$ cat src/rtl/dense_argmax_pkg.sv
// Shared constants and state encoding for the dense-layer argmax consumer.
package dense_argmax_pkg;

    localparam int OUT_COUNT_DEF = 10;
    localparam int DATA_SIZE_DEF = 16;
    localparam int CLASS_W       = $clog2(OUT_COUNT_DEF);

    typedef enum logic [1:0] {
        IDLE    = 2'd0,
        COLLECT = 2'd1,
        DONE    = 2'd2
    } state_t;

endpackage

$ cat src/rtl/dense_argmax_loop_counter.sv
// Modulo-N beat counter; co flags the enabled beat that wraps to zero.
module LoopCounter #(
    parameter int N = 10,
    parameter int W = $clog2(N)
) (
    input  logic         clk,
    input  logic         rst,
    input  logic         en,
    input  logic         clr,
    output logic [W-1:0] cnt,
    output logic         co
);

    logic last;

    assign last = (cnt == W'(N - 1));
    assign co   = en && last;

    always_ff @(posedge clk) begin
        if (!rst) begin
            cnt <= '0;
        end else if (clr) begin
            cnt <= '0;
        end else if (en) begin
            cnt <= last ? '0 : cnt + W'(1);
        end
    end

endmodule

$ cat src/rtl/dense_argmax.sv
// Collects one frame of signed scores, keeps them readable and reports the
// index and value of the strict maximum (lowest index wins ties).
module dense_argmax
    import dense_argmax_pkg::*;
#(
    parameter int OUT_COUNT = OUT_COUNT_DEF,
    parameter int DATA_SIZE = DATA_SIZE_DEF
) (
    input  logic                         clk,
    input  logic                         rst,
    input  logic                         start,
    input  logic                         clear,
    input  logic                         dataValid,
    input  logic signed [DATA_SIZE-1:0]  dataIn,
    output logic                         dataReady,
    output logic                         busy,
    output logic                         done,
    output logic [$clog2(OUT_COUNT)-1:0] classIdx,
    output logic signed [DATA_SIZE-1:0]  maxValue,
    input  logic [$clog2(OUT_COUNT)-1:0] scoreAdr,
    output logic signed [DATA_SIZE-1:0]  scoreData
);

    localparam int CW = $clog2(OUT_COUNT);

    state_t state;
    state_t state_nx;

    logic [CW-1:0] cnt;
    logic          last_beat;
    logic          accept;
    logic          cnt_clr;
    logic          take;

    logic signed [DATA_SIZE-1:0] scores [OUT_COUNT];
    logic signed [DATA_SIZE-1:0] run_max;
    logic signed [DATA_SIZE-1:0] cand_max;
    logic [CW-1:0]               run_idx;
    logic [CW-1:0]               cand_idx;

    // clear outranks beat acceptance, so an aborted beat never lands
    assign accept  = dataValid && dataReady && !clear;
    assign cnt_clr = clear || (start && state == IDLE);

    LoopCounter #(
        .N (OUT_COUNT),
        .W (CW)
    ) u_cnt (
        .clk (clk),
        .rst (rst),
        .en  (accept),
        .clr (cnt_clr),
        .cnt (cnt),
        .co  (last_beat)
    );

    always_comb begin
        state_nx  = state;
        dataReady = 1'b0;
        busy      = 1'b0;
        done      = 1'b0;
        unique case (state)
            IDLE: begin
                if (start) state_nx = COLLECT;
            end
            COLLECT: begin
                dataReady = 1'b1;
                busy      = 1'b1;
                if (last_beat) state_nx = DONE;
            end
            DONE: begin
                busy     = 1'b1;
                done     = 1'b1;
                state_nx = IDLE;
            end
            default: state_nx = IDLE;
        endcase
        if (clear) state_nx = IDLE;
    end

    always_ff @(posedge clk) begin
        if (!rst) state <= IDLE;
        else      state <= state_nx;
    end

    // Candidate includes the current beat so the last beat can win
    assign take     = (cnt == '0) || (dataIn > run_max);
    assign cand_max = take ? dataIn : run_max;
    assign cand_idx = take ? cnt : run_idx;

    always_ff @(posedge clk) begin
        if (!rst) begin
            for (int i = 0; i < OUT_COUNT; i++) scores[i] <= '0;
            run_max  <= '0;
            run_idx  <= '0;
            classIdx <= '0;
            maxValue <= '0;
        end else if (accept) begin
            scores[cnt] <= dataIn;
            run_max     <= cand_max;
            run_idx     <= cand_idx;
            if (last_beat) begin
                classIdx <= cand_idx;
                maxValue <= cand_max;
            end
        end
    end

    assign scoreData = ({1'b0, scoreAdr} < (CW + 1)'(OUT_COUNT))
                     ? scores[scoreAdr] : '0;

endmodule

$ cat config.mk
export PLATFORM = sky130hd
export DESIGN_NAME = dense_argmax
export DESIGN_NICKNAME = d
export VERILOG_FILES = /design/src/rtl/dense_argmax_pkg.sv /design/src/rtl/dense_argmax_loop_counter.sv /design/src/rtl/dense_argmax.sv
export SDC_FILE = /design/constraint.sdc
export NUM_CORES = 1
export LEC_CHECK = 0
export CORE_MARGIN = 2
export CORE_UTILIZATION = 45
export CTS_CLUSTER_SIZE = 14
export DETAILED_ROUTE_END_ITERATION = 10
export PLACE_DENSITY_LB_ADDON = 0.05
export RECOVER_POWER = 25
export SLEW_MARGIN = 30
export SYNTH_ARGS = -nofsm -noshare
export SYNTH_HDL_FRONTEND = slang
export SYNTH_SLANG_ARGS = --single-unit
$ cat constraint.sdc
create_clock -name clk -period 7.55 [get_ports clk]
set_clock_uncertainty 0.15 [all_clocks]
set_input_delay 1.51 -clock clk [delete_from_list [all_inputs] [get_ports clk]]
set_output_delay 1.51 -clock clk [all_outputs]
set_load 0.1 [all_outputs]
==> impl_metrics.env, run 1 <==
export IMPL_post_drt_via_cell_ratio=5.54
export IMPL_whs_path_depth=1
export IMPL_clock_path_buffers=3
export IMPL_p_leak_nw=4.09
export IMPL_netlist_area_leader_share_pct=51.2
export IMPL_synth_area_per_cell_sq_um=12.8
export IMPL_arrival_ns=4.12
export IMPL_relSlewSlack_pct=-5.28
export IMPL_status="finished with violations"
export IMPL_path_buf_inv=4
export IMPL_rrSetupSlack_ns=4.28
export IMPL_fin_crit_ns=5.78
export IMPL_r2r_start="state[1]"
export IMPL_holdCritPathClass="reg2reg"
export IMPL_postLayoutCoreUtil_pct=53.8
export IMPL_yosys_warnings=0
export IMPL_io_pins=64
export IMPL_synthToLayoutAreaGrowth_pct=16.6
export IMPL_reg2reg_to="scores[7][1]"
export IMPL_worst_pin_slew_ns=1.58
export IMPL_cts_buffers=23
export IMPL_syn_nets=779
export IMPL_grt_pass1_wl_mm=35.5
export IMPL_criticalPathCategory="in2out"
export IMPL_cpPeakStageDelay_ns=1.07
export IMPL_path_common_cell="buf_4"
export IMPL_synth_area_top_cells="edfxtp_1, dfxtp_1, mux4_2"
export IMPL_hpwlAfterDp_mm=16.0
export IMPL_crit_path_end_kind="primary output"
export IMPL_required_ns=5.89
export IMPL_placed_cells=1038
export IMPL_vias=5976
export IMPL_fin_setup_tns_ns=0
export IMPL_startpoint="scoreAdr[1]"
export IMPL_wire_per_inst_microns=21.1
export IMPL_fp_dieArea_sq_um=22000
export IMPL_synth_distinct_cells=46
export IMPL_finalHoldViolations=0
export IMPL_insertion_delay_ns=0.51
export IMPL_routabilityCongestion=0.797
export IMPL_worst_path_max_fanout=17
export IMPL_cts_tree="done"
export IMPL_h_tree_depth=1
export IMPL_ys_flop_type="edfxtp_1"
export IMPL_fin_crit_sh_pct=76.5
export IMPL_yosysSeqAreaShare_pct=61.0
export IMPL_cts_sinks=206
export IMPL_power_density_nw_per_um2=233
export IMPL_cp_cell_sequence="clkdlybuf4s50_1 -> clkinv_1 -> nor2_1 -> buf_4 -> a22oi_1 -> o21ai_0 -> buf_4"
export IMPL_postCtsSetupBuffers=0
export IMPL_drive_above_1_share_pct=14.6
export IMPL_final_cell_mix="edfxtp_1, nor2_1, and2_1"
export IMPL_hold_buffers=0
export IMPL_wirelength_mm=22.8
export IMPL_max_vdd_ir_drop_v=0.000142
export IMPL_failed_checks="max-capacitance violations, max-slew violations"
export IMPL_slowest_stage="clkdlybuf4s50_1"
export IMPL_antenna_found_initial=0
export IMPL_gr_total_overflow=0
export IMPL_rsz0062_at_grt="false"
export IMPL_critPathCapture="scoreData[13]"
export IMPL_cp_top_family="buffers and inverters"
export IMPL_antenna_left=0
export IMPL_synth_edf_count=160
export IMPL_mappedNetlistArea_sq_um=9390
export IMPL_async_reset_ff_share_pct=0
export IMPL_layout_commonest_cell="edfxtp_1"
export IMPL_grt_max_degree=39
export IMPL_fp_dieW_microns=148
export IMPL_initial_core_util_pct=46.1
export IMPL_io_buffers=63
export IMPL_clk_pin_slew_ns=0.05
export IMPL_rows=52
export IMPL_dr_first_iter_drc_count=437
export IMPL_max_cap_violations=1
export IMPL_cts_root_buffer="clkbuf_16"
export IMPL_synth_cells=733
export IMPL_final_nets=839
export IMPL_grt_pass1_vias=6077
export IMPL_slew_violations=37
export IMPL_fin_cells=1079
export IMPL_yosysTopAreaCell="edfxtp_1"
export IMPL_synth_seq_cells=206
export IMPL_fmax_mhz=173
export IMPL_r2r_cells=7
export IMPL_drtPass1Iterations=5
export IMPL_cts_resized=0
export IMPL_drc_errors=0
export IMPL_nFillCells=1743
export IMPL_setup_viol=0
export IMPL_coreArea_sq_um=20400
export IMPL_track_usage_pct=21.0
export IMPL_startpoint_type="input pin"
export IMPL_die_y_microns=148
export IMPL_cp_depth=7
-- routing by layer --
layer | GRT usage [%] | wire (microns)
met1 | 31.7 | 11000
met2 | 32.2 | 10300
met3 | 3.19 | 1040
met4 | 5.24 | 466
met5 | 0 | 0
-- final cells by class --
class | count | area, sq um | area share (%)
multi-input cells | 442 | 3330 | 30.4
repair buffers | 81 | 708 | 6.47
clock buffers | 28 | 594 | 5.43
inverters | 39 | 146 | 1.34
flip-flops and latches | 206 | 5730 | 52.3
well taps | 270 | 338 | 3.09
clock inverters | 12 | 106 | 0.971
diodes | 1 | 2.50 | 0.0229
-- registers in the layout, summed over array words and instances, names as in the netlist --
name	count
maxValue	16
classIdx	4
run_idx	4
u_cnt.cnt	4
run_max	16
scores	160
state	2
-- cells in the mapped netlist (3+ instances only) --
| library cell | count |
|---|---|
| nor3_1 | 6 |
| a22oi_1 | 16 |
| buf_2 | 10 |
| dfxtp_1 | 46 |
| and2_1 | 63 |
| mux2i_1 | 17 |
| o2bb2ai_1 | 17 |
| nand2_1 | 51 |
| mux4_2 | 32 |
| inv_1 | 38 |
| a32o_1 | 5 |
| and3_1 | 17 |
| a21oi_1 | 22 |
| mux2_2 | 16 |
| o21ai_0 | 36 |
| edfxtp_1 | 160 |
| nor2_1 | 81 |
| ha_1 | 21 |
| a21o_1 | 3 |
| nand4_1 | 5 |
| clkbuf_1 | 31 |
| nand2b_1 | 8 |
-- per-stage QoR --
stage	total power, mW	instance area [sq um]	hold slack, ns	setup WS (ns)
floorplan	1.45	9390	0.274	1.21
global placement	1.52	10300	0.299	1.90
detailed placement	1.53	10300	0.316	1.79
CTS	2.57	11000	0.330	1.72
global route	2.63	10900	0.351	1.55
finish	2.55	11000	0.334	1.77
-- report_power, final --
part           switching (mW)  total [mW]  internal, mW
Clock                   0.432        1.06         0.625
Sequential             0.0114        1.26          1.25
Combinational           0.159       0.234        0.0749
-- worst min path at each step --
stage | start | endpoint | slack (ns)
finish | run_idx[2] | run_idx[2] | 0.33
global route | run_max[2] | run_max[2] | 0.35
CTS | run_idx[0] | run_idx[0] | 0.33
detailed placement | run_idx[2] | run_idx[2] | 0.32
global placement | run_idx[2] | run_idx[2] | 0.30
floorplan | run_idx[2] | run_idx[2] | 0.27
-- cells by family (layout without fill, tap and decap cells) --
kind of cell	after synthesis	after routing	share of synthesized area [%]
AO/OA/AOI/OAI	108	108	7.58
XOR/XNOR	3	3	0.280
adder cells (fa/ha/maj)	21	21	2.80
buffers and inverters	85	160	3.73
flip-flops	206	206	61.0
multiplexers	65	65	11.4
other	0	1	0
AND/OR/NAND/NOR	245	245	13.2
Power figures use the tool's default switching activity.
==> run 2: changes to the inputs <==
==> constraint.sdc (replaced) <==
create_clock -name clk -period 5.23 [get_ports clk]
set_clock_uncertainty 0.15 [all_clocks]
set_input_delay 1.046 -clock clk [delete_from_list [all_inputs] [get_ports clk]]
set_output_delay 1.046 -clock clk [all_outputs]
set_load 0.1 [all_outputs]
==> impl_metrics.env, run 2 (synthesized netlist as in run 1, its figures left out) <==
export IMPL_postCtsSetupBuffers=0
export IMPL_drive_above_1_share_pct=16.3
export IMPL_slowest_stage="clkdlybuf4s50_1"
export IMPL_nFillCells=1727
export IMPL_hold_slack_ns=0.317
export IMPL_cts_sinks=206
export IMPL_setup_viol=0
export IMPL_fmax_mhz=231
export IMPL_holdCritPathClass="reg2reg"
export IMPL_antennaDiodeCount=0
export IMPL_max_cap_violations=0
export IMPL_p_clk_share_pct=40.7
export IMPL_coreArea_sq_um=20400
export IMPL_clock_path_buffers=3
export IMPL_cp_cell_sequence="clkdlybuf4s50_1 -> clkinv_1 -> buf_4 -> nor2_1 -> buf_4 -> a22oi_1 -> o21ai_0 -> buf_12"
export IMPL_wire_per_inst_microns=21.6
export IMPL_largest_reg_flops=160
export IMPL_p_total_mw=3.72
export IMPL_biggestRegsByFlops="scores x160, maxValue x16, run_max x16"
export IMPL_post_drt_via_cell_ratio=5.56
export IMPL_cts_buffers=22
export IMPL_fp_dieArea_sq_um=22000
export IMPL_antenna_left=0
export IMPL_fp_dieW_microns=148
export IMPL_track_usage_pct=22.3
export IMPL_hpwlAfterDp_mm=16.5
export IMPL_max_vdd_ir_drop_v=0.000210
export IMPL_postLayoutCoreUtil_pct=55.3
export IMPL_clk_pin_slew_ns=0.06
export IMPL_final_cell_mix="edfxtp_1, nor2_1, nand2_1"
export IMPL_rsz0062_at_grt="false"
export IMPL_cts_tree="done"
export IMPL_relSlewSlack_pct=14.0
export IMPL_fin_crit_ns=4.33
export IMPL_cpPeakStageDelay_ns=0.49
export IMPL_grt_max_degree=36
export IMPL_fin_crit_sh_pct=82.7
export IMPL_layout_area_seq_sq_um=5730
export IMPL_insertion_delay_ns=0.51
export IMPL_worst_pin_slew_ns=1.29
export IMPL_dr_first_iter_drc_count=525
export IMPL_arrival_ns=3.13
export IMPL_path_common_cell="buf_4"
export IMPL_combinationalPowerShare_pct=10.3
export IMPL_die_y_microns=148
export IMPL_multi_input_area_sq_um=3300
export IMPL_cts_root_buffer="clkbuf_16"
export IMPL_wirelength_mm=23.8
export IMPL_layout_commonest_cell="edfxtp_1"
export IMPL_finalHoldViolations=0
export IMPL_drtPass1Iterations=5
export IMPL_synthToLayoutAreaGrowth_pct=19.9
export IMPL_grt_pass1_wl_mm=37.1
export IMPL_hold_buffers=0
export IMPL_switchingPower_uw=878
export IMPL_r2r_cells=8
export IMPL_startpoint_type="input pin"
export IMPL_gr_total_overflow=0
export IMPL_fin_setup_tns_ns=0
export IMPL_slew_violations=0
export IMPL_antenna_found_initial=0
export IMPL_whs_path_depth=1
export IMPL_drc_errors=0
export IMPL_sw_frac_of_total_pct=23.6
export IMPL_rows=52
export IMPL_routabilityCongestion=0.820
export IMPL_power_density_nw_per_um2=330
export IMPL_grt_pass1_vias=6272
export IMPL_p_leak_nw=4.21
export IMPL_io_pins=64
export IMPL_cts_resized=0
export IMPL_status="finished clean"
export IMPL_final_nets=858
export IMPL_vias=6100
export IMPL_io_buffers=63
export IMPL_crit_path_end_kind="primary output"
export IMPL_initial_core_util_pct=46.1
export IMPL_regMostFlops="scores"
export IMPL_h_tree_depth=1
export IMPL_p_int_mw=2.84
export IMPL_criticalPathCategory="in2out"
export IMPL_pwr_share_seq_pct=49.0
export IMPL_required_ns=4.03
export IMPL_worst_path_max_fanout=17
run 2: changes by cell type in the layout (fill, tap and decap cells not counted), moves of 2 or more:
cell,change
bufinv_16,-2
o21ai_1,+10
clkbuf_8,+6
buf_12,+16
clkbuf_1,+5
nor4_1,+2
o21ai_0,-10
and2_0,+16
and2_1,-16
clkinv_1,-5
run 2: per-layer routing:
metal	track usage, %	up-vias	share of wire, %	wire, microns
li1	-	2833	-	-
met1	31.8	3052	45	10800
met2	35.6	192	46	11000
met3	4.82	23	7.4	1760
met4	4.38	0	1.1	263
met5	0	-	0	0
run 2: stage by stage:
stage                     setup slack (ns)  cells  cell area, sq um
final                                0.904   1098             11300
after global placement               0.870   1056             10600
after CTS                            0.850   1097             11300
after global routing                 0.675   1098             11300
after floorplan                     0.0813    733              9390
after detailed placement             0.857   1057             10600
run 2: area by class of cell:
type | instances | area share [%]
clock buffer | 35 | 6.04
timing repair buffer | 101 | 9.24
sequential | 206 | 50.8
tap | 270 | 3.00
inverter | 39 | 1.30
clock inverter | 5 | 0.233
multi-input combinational | 442 | 29.3
run 2: final timing paths:
kind,slack (ns),end,startpoint
max,0.90,scoreData[3],scoreAdr[1]
max reg2reg,1.47,scores[4][4],state[1]
min,0.32,run_idx[2],run_idx[2]
min reg2reg,0.32,run_idx[2],run_idx[2]
run 2: worst max-delay path: cells and delay by family:
family,cells,cell delay [ns]
AO/OA/AOI/OAI,2,0.53
buffers and inverters,5,1.29
AND/OR/NAND/NOR,1,0.25
run 2: power groups by stage:
stage / registers (mW) / clock network [mW] / logic [mW]
floorplan: 1.85 / 0 / 0.238
global placement: 1.86 / 0 / 0.383
finish: 1.82 / 1.51 / 0.382
global route: 1.83 / 1.60 / 0.403
CTS: 1.82 / 1.54 / 0.387
detailed placement: 1.86 / 0 / 0.386
==> run 3: changes to the inputs <==
==> constraint.sdc (replaced) <==
create_clock -name clk -period 3.5 [get_ports clk]
set_clock_uncertainty 0.15 [all_clocks]
set_input_delay 0.7 -clock clk [delete_from_list [all_inputs] [get_ports clk]]
set_output_delay 0.7 -clock clk [all_outputs]
set_load 0.1 [all_outputs]
==> impl_metrics.env, run 3 (synthesized netlist as in run 1, its figures left out) <==
export IMPL_synthToLayoutAreaGrowth_pct=20.7
export IMPL_placed_cells=1072
export IMPL_setup_viol=0
export IMPL_clock_path_buffers=3
export IMPL_post_drt_via_cell_ratio=5.55
export IMPL_layout_commonest_cell="edfxtp_1"
export IMPL_place_ws_ns=0.157
export IMPL_p_leak_nw=4.27
export IMPL_fp_dieW_microns=148
export IMPL_p_total_mw=5.60
export IMPL_power_density_nw_per_um2=494
export IMPL_relSlewSlack_pct=22.3
export IMPL_grt_pass1_wl_mm=37.4
export IMPL_rows=52
export IMPL_track_usage_pct=22.6
export IMPL_drive_above_1_share_pct=20.0
export IMPL_h_tree_depth=1
export IMPL_vias=6160
export IMPL_max_vdd_ir_drop_v=0.000352
export IMPL_wire_per_inst_microns=21.9
export IMPL_required_ns=2.65
export IMPL_cts_tree="done"
export IMPL_drtPass1Iterations=5
export IMPL_finalHoldViolations=0
export IMPL_fin_crit_ns=3.21
export IMPL_final_cell_mix="edfxtp_1, nor2_1, nand2_1"
export IMPL_hpwlAfterDp_mm=17.3
export IMPL_coreArea_sq_um=20400
export IMPL_holdCritPathClass="reg2reg"
export IMPL_antenna_found_initial=1
export IMPL_crit_path_end_kind="primary output"
export IMPL_cts_root_buffer="clkbuf_16"
export IMPL_rsz0062_at_grt="false"
export IMPL_io_buffers=63
export IMPL_io_pins=64
export IMPL_startpoint_type="input pin"
export IMPL_gr_total_overflow=0
export IMPL_antennaDiodeCount=0
export IMPL_insertion_delay_ns=0.50
export IMPL_wirelength_mm=24.4
export IMPL_layout_area_seq_sq_um=5730
export IMPL_initial_core_util_pct=46.1
export IMPL_worst_path_max_fanout=18
export IMPL_dr_first_iter_drc_count=645
export IMPL_routabilityCongestion=0.785
export IMPL_final_nets=873
export IMPL_status="finished clean"
export IMPL_cts_resized=0
export IMPL_cts_buffers=23
export IMPL_arrival_ns=2.36
export IMPL_regMostFlops="scores"
export IMPL_criticalPathCategory="in2out"
export IMPL_clk_pin_slew_ns=0.05
export IMPL_max_cap_violations=0
export IMPL_fmax_mhz=312
export IMPL_antenna_left=0
export IMPL_postCtsSetupBuffers=0
export IMPL_grt_max_degree=41
export IMPL_slew_violations=0
export IMPL_largest_reg_flops=160
export IMPL_grt_pass1_vias=6263
export IMPL_fp_dieArea_sq_um=22000
export IMPL_fin_ws_ns=0.291
export IMPL_worst_pin_slew_ns=1.17
export IMPL_fin_cells=1110
export IMPL_multi_input_area_sq_um=3370
export IMPL_fin_setup_tns_ns=0
export IMPL_cts_sinks=206
export IMPL_hold_buffers=0
export IMPL_fin_crit_sh_pct=91.7
export IMPL_die_y_microns=148
export IMPL_biggestRegsByFlops="scores x160, maxValue x16, run_max x16"
export IMPL_nFillCells=1734
export IMPL_drc_errors=0
run 3: path summary, 6_finish.rpt:
kind                            slack [ns]             to        start  cells after the start
worst max-delay path                  0.29   scoreData[3]  scoreAdr[3]                      6
worst min-delay path                  0.32     run_idx[0]   run_idx[0]                      1
worst max register to register        0.59  scores[6][14]     state[1]                      8
worst min register to register        0.32     run_idx[0]   run_idx[0]                      1
run 3: worst max-delay path, cell delays in order:
cell,delay (ns)
clkdlybuf4s50_1,0.50
buf_12,0.18
mux4_2,0.31
a22oi_1,0.32
o21ai_2,0.15
buf_12,0.19
run 3: layer usage:
| metal | global-route usage [%] | wire (microns) | vias to the layer above |
|---|---|---|---|
| li1 | - | - | 2860 |
| met2 | 35.2 | 11200 | 178 |
| met1 | 33.8 | 11100 | 3101 |
| met5 | 0 | 0 | - |
| met4 | 4.43 | 298 | 0 |
| met3 | 3.56 | 1730 | 21 |
run 3: through the flow:
stage	hold WS, ns	util [%]	instance area [sq um]
final	0.320	55.7	11300
after detailed placement	0.309	52.7	10700
after CTS	0.324	56.2	11500
after global routing	0.342	55.7	11300
after global placement	0.308	52.7	10700
after floorplan	0.274	-	9450
run 3: area by class of cell:
type                    count  area share [%]
well taps                 270            2.98
clock buffers              33            6.06
repair buffers            115            9.20
inverters                  39            1.29
clock inverters             5           0.210
multi-input cells         442            29.7
flip-flops and latches    206            50.5
run 3: power by group:
group          switching (mW)  internal [mW]  total [mW]  leakage, nW
Clock                   0.923           1.35        2.28        0.352
Combinational           0.374          0.229       0.603         1.91
Sequential             0.0219           2.70        2.72         2.01
Total                    1.32           4.28        5.60         4.27
